$ cat src/rtl/spi_sensor_responder.sv
// SPI slave emulating the image sensor register interface: 16-bit frames of
// {ctrl, addr[6:0], data[7:0]}, pins oversampled by sys_clk, 128 x 8 register file.
module spi_sensor_responder #(
    parameter int                ADDR_W      = 7,
    parameter int                DATA_W      = 8,
    parameter logic [DATA_W-1:0] CHIP_ID     = 8'hA5,
    parameter int                SYNC_STAGES = 2
) (
    input  logic              sys_clk,
    input  logic              reset,
    input  logic              SPI_EN,
    input  logic              SPI_Clk,
    input  logic              SPI_IN,
    output logic              SPI_OUT,
    output logic              wr_strobe,
    output logic [ADDR_W-1:0] wr_addr,
    output logic [DATA_W-1:0] wr_data,
    output logic              rd_strobe,
    output logic              frame_err,
    output logic              busy,
    input  logic [ADDR_W-1:0] dbg_addr,
    output logic [DATA_W-1:0] dbg_data
);

    localparam int HDR_W   = 1 + ADDR_W;
    localparam int FRAME_W = HDR_W + DATA_W;
    localparam int CNT_W   = $clog2(FRAME_W + 1);
    localparam int SH_W    = ((DATA_W > HDR_W) ? DATA_W : HDR_W) - 1;
    localparam int DEPTH   = 2 ** ADDR_W;

    typedef enum logic [1:0] {IDLE, HEADER, DATA, WAIT_EN_LOW} state_t;

    logic [SYNC_STAGES-1:0] en_sync_q, clk_sync_q, din_sync_q;
    logic                   en_s, clk_s, din_s;
    logic                   en_prev_q, sclk_prev_q;
    logic                   en_rise, en_fall, sclk_rise, sclk_fall;

    state_t                 state_q, state_d;
    logic [CNT_W-1:0]       bit_cnt_q, bit_cnt_d;
    logic [SH_W-1:0]        shift_in_q, shift_in_d;
    logic                   ctrl_q, ctrl_d;
    logic [ADDR_W-1:0]      addr_q, addr_d;
    logic [DATA_W-1:0]      shift_out_q, shift_out_d;
    logic                   spi_out_q, spi_out_d;
    logic                   wr_strobe_q, wr_strobe_d;
    logic                   rd_strobe_q, rd_strobe_d;
    logic                   frame_err_q, frame_err_d;
    logic [ADDR_W-1:0]      wr_addr_q;
    logic [DATA_W-1:0]      wr_data_q;
    logic                   busy_q;
    logic [DATA_W-1:0]      dbg_data_q;
    logic                   mem_we;
    logic [DATA_W-1:0]      mem_q [DEPTH];

    logic [ADDR_W-1:0]      hdr_addr;
    logic [DATA_W-1:0]      hdr_rdata;
    logic [DATA_W-1:0]      frame_data;

    assign en_s  = en_sync_q[SYNC_STAGES-1];
    assign clk_s = clk_sync_q[SYNC_STAGES-1];
    assign din_s = din_sync_q[SYNC_STAGES-1];

    assign en_rise   =  en_s  & ~en_prev_q;
    assign en_fall   = ~en_s  &  en_prev_q;
    assign sclk_rise =  clk_s & ~sclk_prev_q;
    assign sclk_fall = ~clk_s &  sclk_prev_q;

    // Address and data as they stand once the bit currently on din_s is shifted in.
    assign hdr_addr   = {shift_in_q[ADDR_W-2:0], din_s};
    assign hdr_rdata  = (hdr_addr == '0) ? CHIP_ID : mem_q[hdr_addr];
    assign frame_data = {shift_in_q[DATA_W-2:0], din_s};

    always_comb begin
        state_d     = state_q;
        bit_cnt_d   = bit_cnt_q;
        shift_in_d  = shift_in_q;
        ctrl_d      = ctrl_q;
        addr_d      = addr_q;
        shift_out_d = shift_out_q;
        spi_out_d   = spi_out_q;
        wr_strobe_d = 1'b0;
        rd_strobe_d = 1'b0;
        frame_err_d = 1'b0;
        mem_we      = 1'b0;

        case (state_q)
            IDLE: begin
                if (en_rise) begin
                    state_d    = HEADER;
                    bit_cnt_d  = '0;
                    shift_in_d = '0;
                end
            end
            HEADER: begin
                if (en_fall) begin
                    state_d     = IDLE;
                    spi_out_d   = 1'b0;
                    frame_err_d = 1'b1;
                end else if (sclk_rise) begin
                    shift_in_d = {shift_in_q[SH_W-2:0], din_s};
                    bit_cnt_d  = bit_cnt_q + 1'b1;
                    if (bit_cnt_d == CNT_W'(HDR_W)) begin
                        ctrl_d  = shift_in_q[ADDR_W-1];
                        addr_d  = hdr_addr;
                        state_d = DATA;
                        if (!shift_in_q[ADDR_W-1]) begin
                            shift_out_d = hdr_rdata;
                        end
                    end
                end
            end
            DATA: begin
                if (en_fall) begin
                    state_d     = IDLE;
                    spi_out_d   = 1'b0;
                    frame_err_d = 1'b1;
                end else begin
                    if (sclk_rise) begin
                        if (ctrl_q) begin
                            shift_in_d = {shift_in_q[SH_W-2:0], din_s};
                        end
                        bit_cnt_d = bit_cnt_q + 1'b1;
                        if (bit_cnt_d == CNT_W'(FRAME_W)) begin
                            state_d = WAIT_EN_LOW;
                            if (ctrl_q) begin
                                wr_strobe_d = 1'b1;
                                mem_we      = (addr_q != '0);
                            end else begin
                                rd_strobe_d = 1'b1;
                            end
                        end
                    end
                    if (sclk_fall && !ctrl_q) begin
                        spi_out_d   = shift_out_q[DATA_W-1];
                        shift_out_d = shift_out_q << 1;
                    end
                end
            end
            WAIT_EN_LOW: begin
                if (en_fall) begin
                    state_d   = IDLE;
                    spi_out_d = 1'b0;
                end
            end
            default: state_d = IDLE;
        endcase
    end

    // Synchronizers and frame shift registers carry no reset; every frame reloads them.
    always_ff @(posedge sys_clk) begin
        en_sync_q   <= (en_sync_q << 1)  | SYNC_STAGES'(SPI_EN);
        clk_sync_q  <= (clk_sync_q << 1) | SYNC_STAGES'(SPI_Clk);
        din_sync_q  <= (din_sync_q << 1) | SYNC_STAGES'(SPI_IN);
        shift_in_q  <= shift_in_d;
        ctrl_q      <= ctrl_d;
        addr_q      <= addr_d;
        shift_out_q <= shift_out_d;
    end

    // en_prev resets high so an enable still asserted after reset is not taken as a new frame.
    always_ff @(posedge sys_clk) begin
        if (reset) begin
            en_prev_q   <= 1'b1;
            sclk_prev_q <= 1'b0;
            state_q     <= IDLE;
            bit_cnt_q   <= '0;
            spi_out_q   <= 1'b0;
            wr_strobe_q <= 1'b0;
            rd_strobe_q <= 1'b0;
            frame_err_q <= 1'b0;
            wr_addr_q   <= '0;
            wr_data_q   <= '0;
            busy_q      <= 1'b0;
            dbg_data_q  <= '0;
            for (int i = 0; i < DEPTH; i++) begin
                mem_q[i] <= '0;
            end
        end else begin
            en_prev_q   <= en_s;
            sclk_prev_q <= clk_s;
            state_q     <= state_d;
            bit_cnt_q   <= bit_cnt_d;
            spi_out_q   <= spi_out_d;
            wr_strobe_q <= wr_strobe_d;
            rd_strobe_q <= rd_strobe_d;
            frame_err_q <= frame_err_d;
            busy_q      <= (state_d != IDLE);
            dbg_data_q  <= (dbg_addr == '0) ? CHIP_ID : mem_q[dbg_addr];
            if (wr_strobe_d) begin
                wr_addr_q <= addr_q;
                wr_data_q <= frame_data;
            end
            if (mem_we) begin
                mem_q[addr_q] <= frame_data;
            end
        end
    end

    assign SPI_OUT   = spi_out_q;
    assign wr_strobe = wr_strobe_q;
    assign wr_addr   = wr_addr_q;
    assign wr_data   = wr_data_q;
    assign rd_strobe = rd_strobe_q;
    assign frame_err = frame_err_q;
    assign busy      = busy_q;
    assign dbg_data  = dbg_data_q;

endmodule

$ cat config.mk
export PLATFORM = sky130hd
export DESIGN_NAME = spi_sensor_responder
export DESIGN_NICKNAME = d
export VERILOG_FILES = /design/src/rtl/spi_sensor_responder.sv
export SDC_FILE = /design/constraint.sdc
export NUM_CORES = 2
export LEC_CHECK = 0
export ABC_AREA = 1
export CAP_MARGIN = 10
export CORE_AREA = 3 3 375 303
export CTS_CLUSTER_SIZE = 24
export DETAILED_ROUTE_END_ITERATION = 10
export DIE_AREA = 0 0 378 306
export HOLD_SLACK_MARGIN = 0.1
export PLACE_DENSITY_LB_ADDON = 0.12
export SYNTH_ARGS = -nofsm -noshare
export SYNTH_HDL_FRONTEND = slang
export SYNTH_SLANG_ARGS = --single-unit
$ cat constraint.sdc
create_clock -name sys_clk -period 3.1 [get_ports sys_clk]
set_input_delay 0.62 -clock sys_clk [delete_from_list [all_inputs] [get_ports sys_clk]]
set_output_delay 0.62 -clock sys_clk [all_outputs]
set_load 0.01 [all_outputs]
==> impl_metrics.ini <==
[logic_synthesis]
synth_top_area_frac = 0.520
yosys.area.top_type = edfxtp_1
synth-main-ff-cell = edfxtp_1
ys_ff_latch = 1090
ys_warn_count = 0
syn_inst = 7052
synth.most_common_cell = nor2_1
ys_types = 41
synth-edff-count = 1047
async_flop_share = 0
ys_top_cells_by_area = edfxtp_1 52%, nor2_1 7.9%, nand2_1 6.7%
ys_seq_area_frac = 0.534
syn-cell-area_mm2 = 0.0604
avgSynthCellArea_um2 = 8.57
synth_common_cells = 1275 x nor2_1, 1071 x nand2_1, 1047 x edfxtp_1

[timing]
finClkSkew_ns = 0.0256
worst_slew_pin_slew_ns = 1.00
setup_ws_ns = 0.154
maxSlewViolCount = 0
hold_viol = 0
finalSetupTns_ns = 0
setup_viol = 0
fmax_ghz = 0.339
finalCritPeriodShare = 0.950
rsz0062_at_grt = false
fin_crit_ns = 2.95
slew_headroom = 0.333

[critical_path]
critPathMaxStageDelay_ns = 1.01
path_common_cell = nand3_1
critPathLaunchType = flip-flop
cp_data_required_time_ns = 3.59
critPathSlowestCell = edfxtp_1
critPathMaxFanout = 16
r2r_slack_ns = 0.15
crit_chain = buf_4 > nand3_1 > nand3_1 > nand3_1 > nand3_1 > nand3_1 > nand2_1 > nand2_1
rr_startpoint = shift_in_q[1]
critPathKind = flip-flop to flip-flop
cp.arrival_ns = 3.43
crit_path_end_kind = flip-flop
reg2reg_depth = 8
reg2reg_to = shift_out_q[4]

[floorplanning]
core_area_mm2 = 0.110
num_rows = 109
top_level_ports = 40
die_w_um = 378
start_util = 0.548
die-area_mm2 = 0.116
die_h_um = 306

[placed_design]
port_buffers = 39
placed_area_mm2 = 0.0644
gp_congestion = 1.02
post-place-ws_ns = 0.151
place_hpwl_um = 142000

[clocking]
cts_root_buf = clkbuf_16
cts_tree = yes
numCtsBuffers = 112
h-tree-depth = 3
max-clock-path-buffers = 3
clk_pin_slew_ns = 0.06
cts_setup_buffers = 0
clock_latency_ns = 0.74
clock-sinks = 1090

[cells_and_area]
register_area_mm2 = 0.0323
final_core_util = 0.618
n_antenna_cell = 0
multiInputGateArea_mm2 = 0.0238
final_layout_size_suffix_gt1_frac = 0.116
final_area_mm2 = 0.0681
syn_to_final_growth_pct = 12.6
num-fill-cells = 9415
final_nets = 7040

[drt]
vias_per_cell = 6.30
drc = 0
wirelength_um = 215000
vias = 53900
wl_per_cell_um = 25.1
dr.pass1.iters = 9
drt_iter0_drc = 8781
antenna_left = 0

[worst_hold_path]
hold_end = clk_sync_q[0]
min_path_type = input pin to flip-flop
worstHoldStart = SPI_Clk
hold_depth = 1

[power_and_ir_drop]
total_power_uw = 36400
switchingPower_uw = 10500
pwr-share-comb = 0.156
seq_power_share = 0.465
p_clk_frac = 0.378
power_leakage_uw = 0.0275
switching_share = 0.290
p_per_area_mw_per_mm2 = 535
p_int_uw = 25900
ir_worst_vdd_uv = 489

[global_route]
grt_pass1_wl_um = 316000
overflow = 0
first_global_vias = 49200
grtUsageTotal = 0.365
antenna_found_initial = 1
grt_max_degree = 133

[status]
status = finished clean

[flow_run]
cap_violations = 0
==> worst max-delay path, delay by kind of cell (launching register included) <==
kind / cells / cell delay, ns
AND/OR/NAND/NOR: 7 / 1.28
flip-flops: 1 / 1.01
buffers and inverters: 1 / 0.40
==> final cells by class <==
class | count | share of cell area
tap | 1443 | 0.0265
clock buffer | 141 | 0.0446
inverter | 548 | 0.0311
timing repair buffer | 445 | 0.0652
clock inverter | 66 | 0.00892
multi-input combinational | 4824 | 0.349
sequential | 1090 | 0.475
==> flip-flops by register name, summed over array words and instances, names as in the netlist, 2 cells and up <==
signal / flops
shift_out_q: 8
wr_addr: 7
addr_q: 7
din_sync_q: 2
dbg_data: 8
wr_data: 8
clk_sync_q: 2
shift_in_q: 7
state_q: 2
mem_q: 1024
en_sync_q: 2
bit_cnt_q: 5
==> how the worst max path moves through the flow <==
stage | startpoint | end | slack (ns)
6_report | shift_in_q[1] | shift_out_q[4] | 0.15
2_1_floorplan | bit_cnt_q[0] | mem_q[40][0] | 0.54
4_1_cts | bit_cnt_q[0] | mem_q[82][2] | 0.22
5_1_grt | bit_cnt_q[0] | mem_q[66][7] | 0.005
3_5_place_dp | reset | mem_q[82][3] | 0.15
3_3_place_gp | reset | mem_q[37][6] | 0.20
==> cells by family (layout without fill, tap and decap cells) <==
| family | Yosys count | after routing | synth area share |
|---|---|---|---|
| AO/OA/AOI/OAI | 1616 | 1616 | 0.150 |
| flip-flops | 1090 | 1090 | 0.534 |
| adder cells (fa/ha/maj) | 7 | 7 | 0.00145 |
| XOR/XNOR | 3 | 3 | 0.000559 |
| buffers and inverters | 1145 | 1200 | 0.0740 |
| AND/OR/NAND/NOR | 3190 | 3190 | 0.239 |
| other | 1 | 8 | 0.0000621 |
==> stage by stage <==
stage               hold WS (ns)  std cells
global route               0.292       8557
finish                     0.329       8557
detailed placement         0.322       8350
floorplan                  0.310       7059
global placement           0.316       8350
CTS                        0.287       8557
==> power by group through the flow <==
stage | sequential, µW | clock, µW | combinational (µW)
after floorplan | 17100 | 0 | 3210
after global placement | 17200 | 0 | 5400
after detailed placement | 17200 | 0 | 5450
after CTS | 16900 | 13800 | 5470
after global routing | 17000 | 14400 | 6000
final | 16900 | 13800 | 5690
==> cells in the final DEF, fill, tap and decap left out, drive strengths merged, types with 8 or more instances in the layout <==
master and count:
a22oi 20, clkinv 45, nor2 1361, clkbuf 141
nand2 1071, bufinv 10, o21ai 650, inv 553
o211ai 350, edfxtp 1047, nand3 610, clkdlybuf4s50 34
conb 8, buf 411, a21oi 559, or2 8
dfxtp 43, nand4 130, o22ai 30
==> per-layer routing <==
layer,wire length [µm],global-route usage,part of all wire,vias to the layer above
met5,0,0,0,-
met4,9270,0.136,0.043,0
met3,29900,0.0948,0.14,580
met2,91100,0.528,0.42,3764
met1,84800,0.529,0.39,25400
li1,-,-,-,24200
==> timing repair <==
item                       in CTS  in global routing
setup endpoints to repair       0                 16
hold buffers                    0                  0
gates resized for setup         0                  2
(Power assumes the default switching activity.)
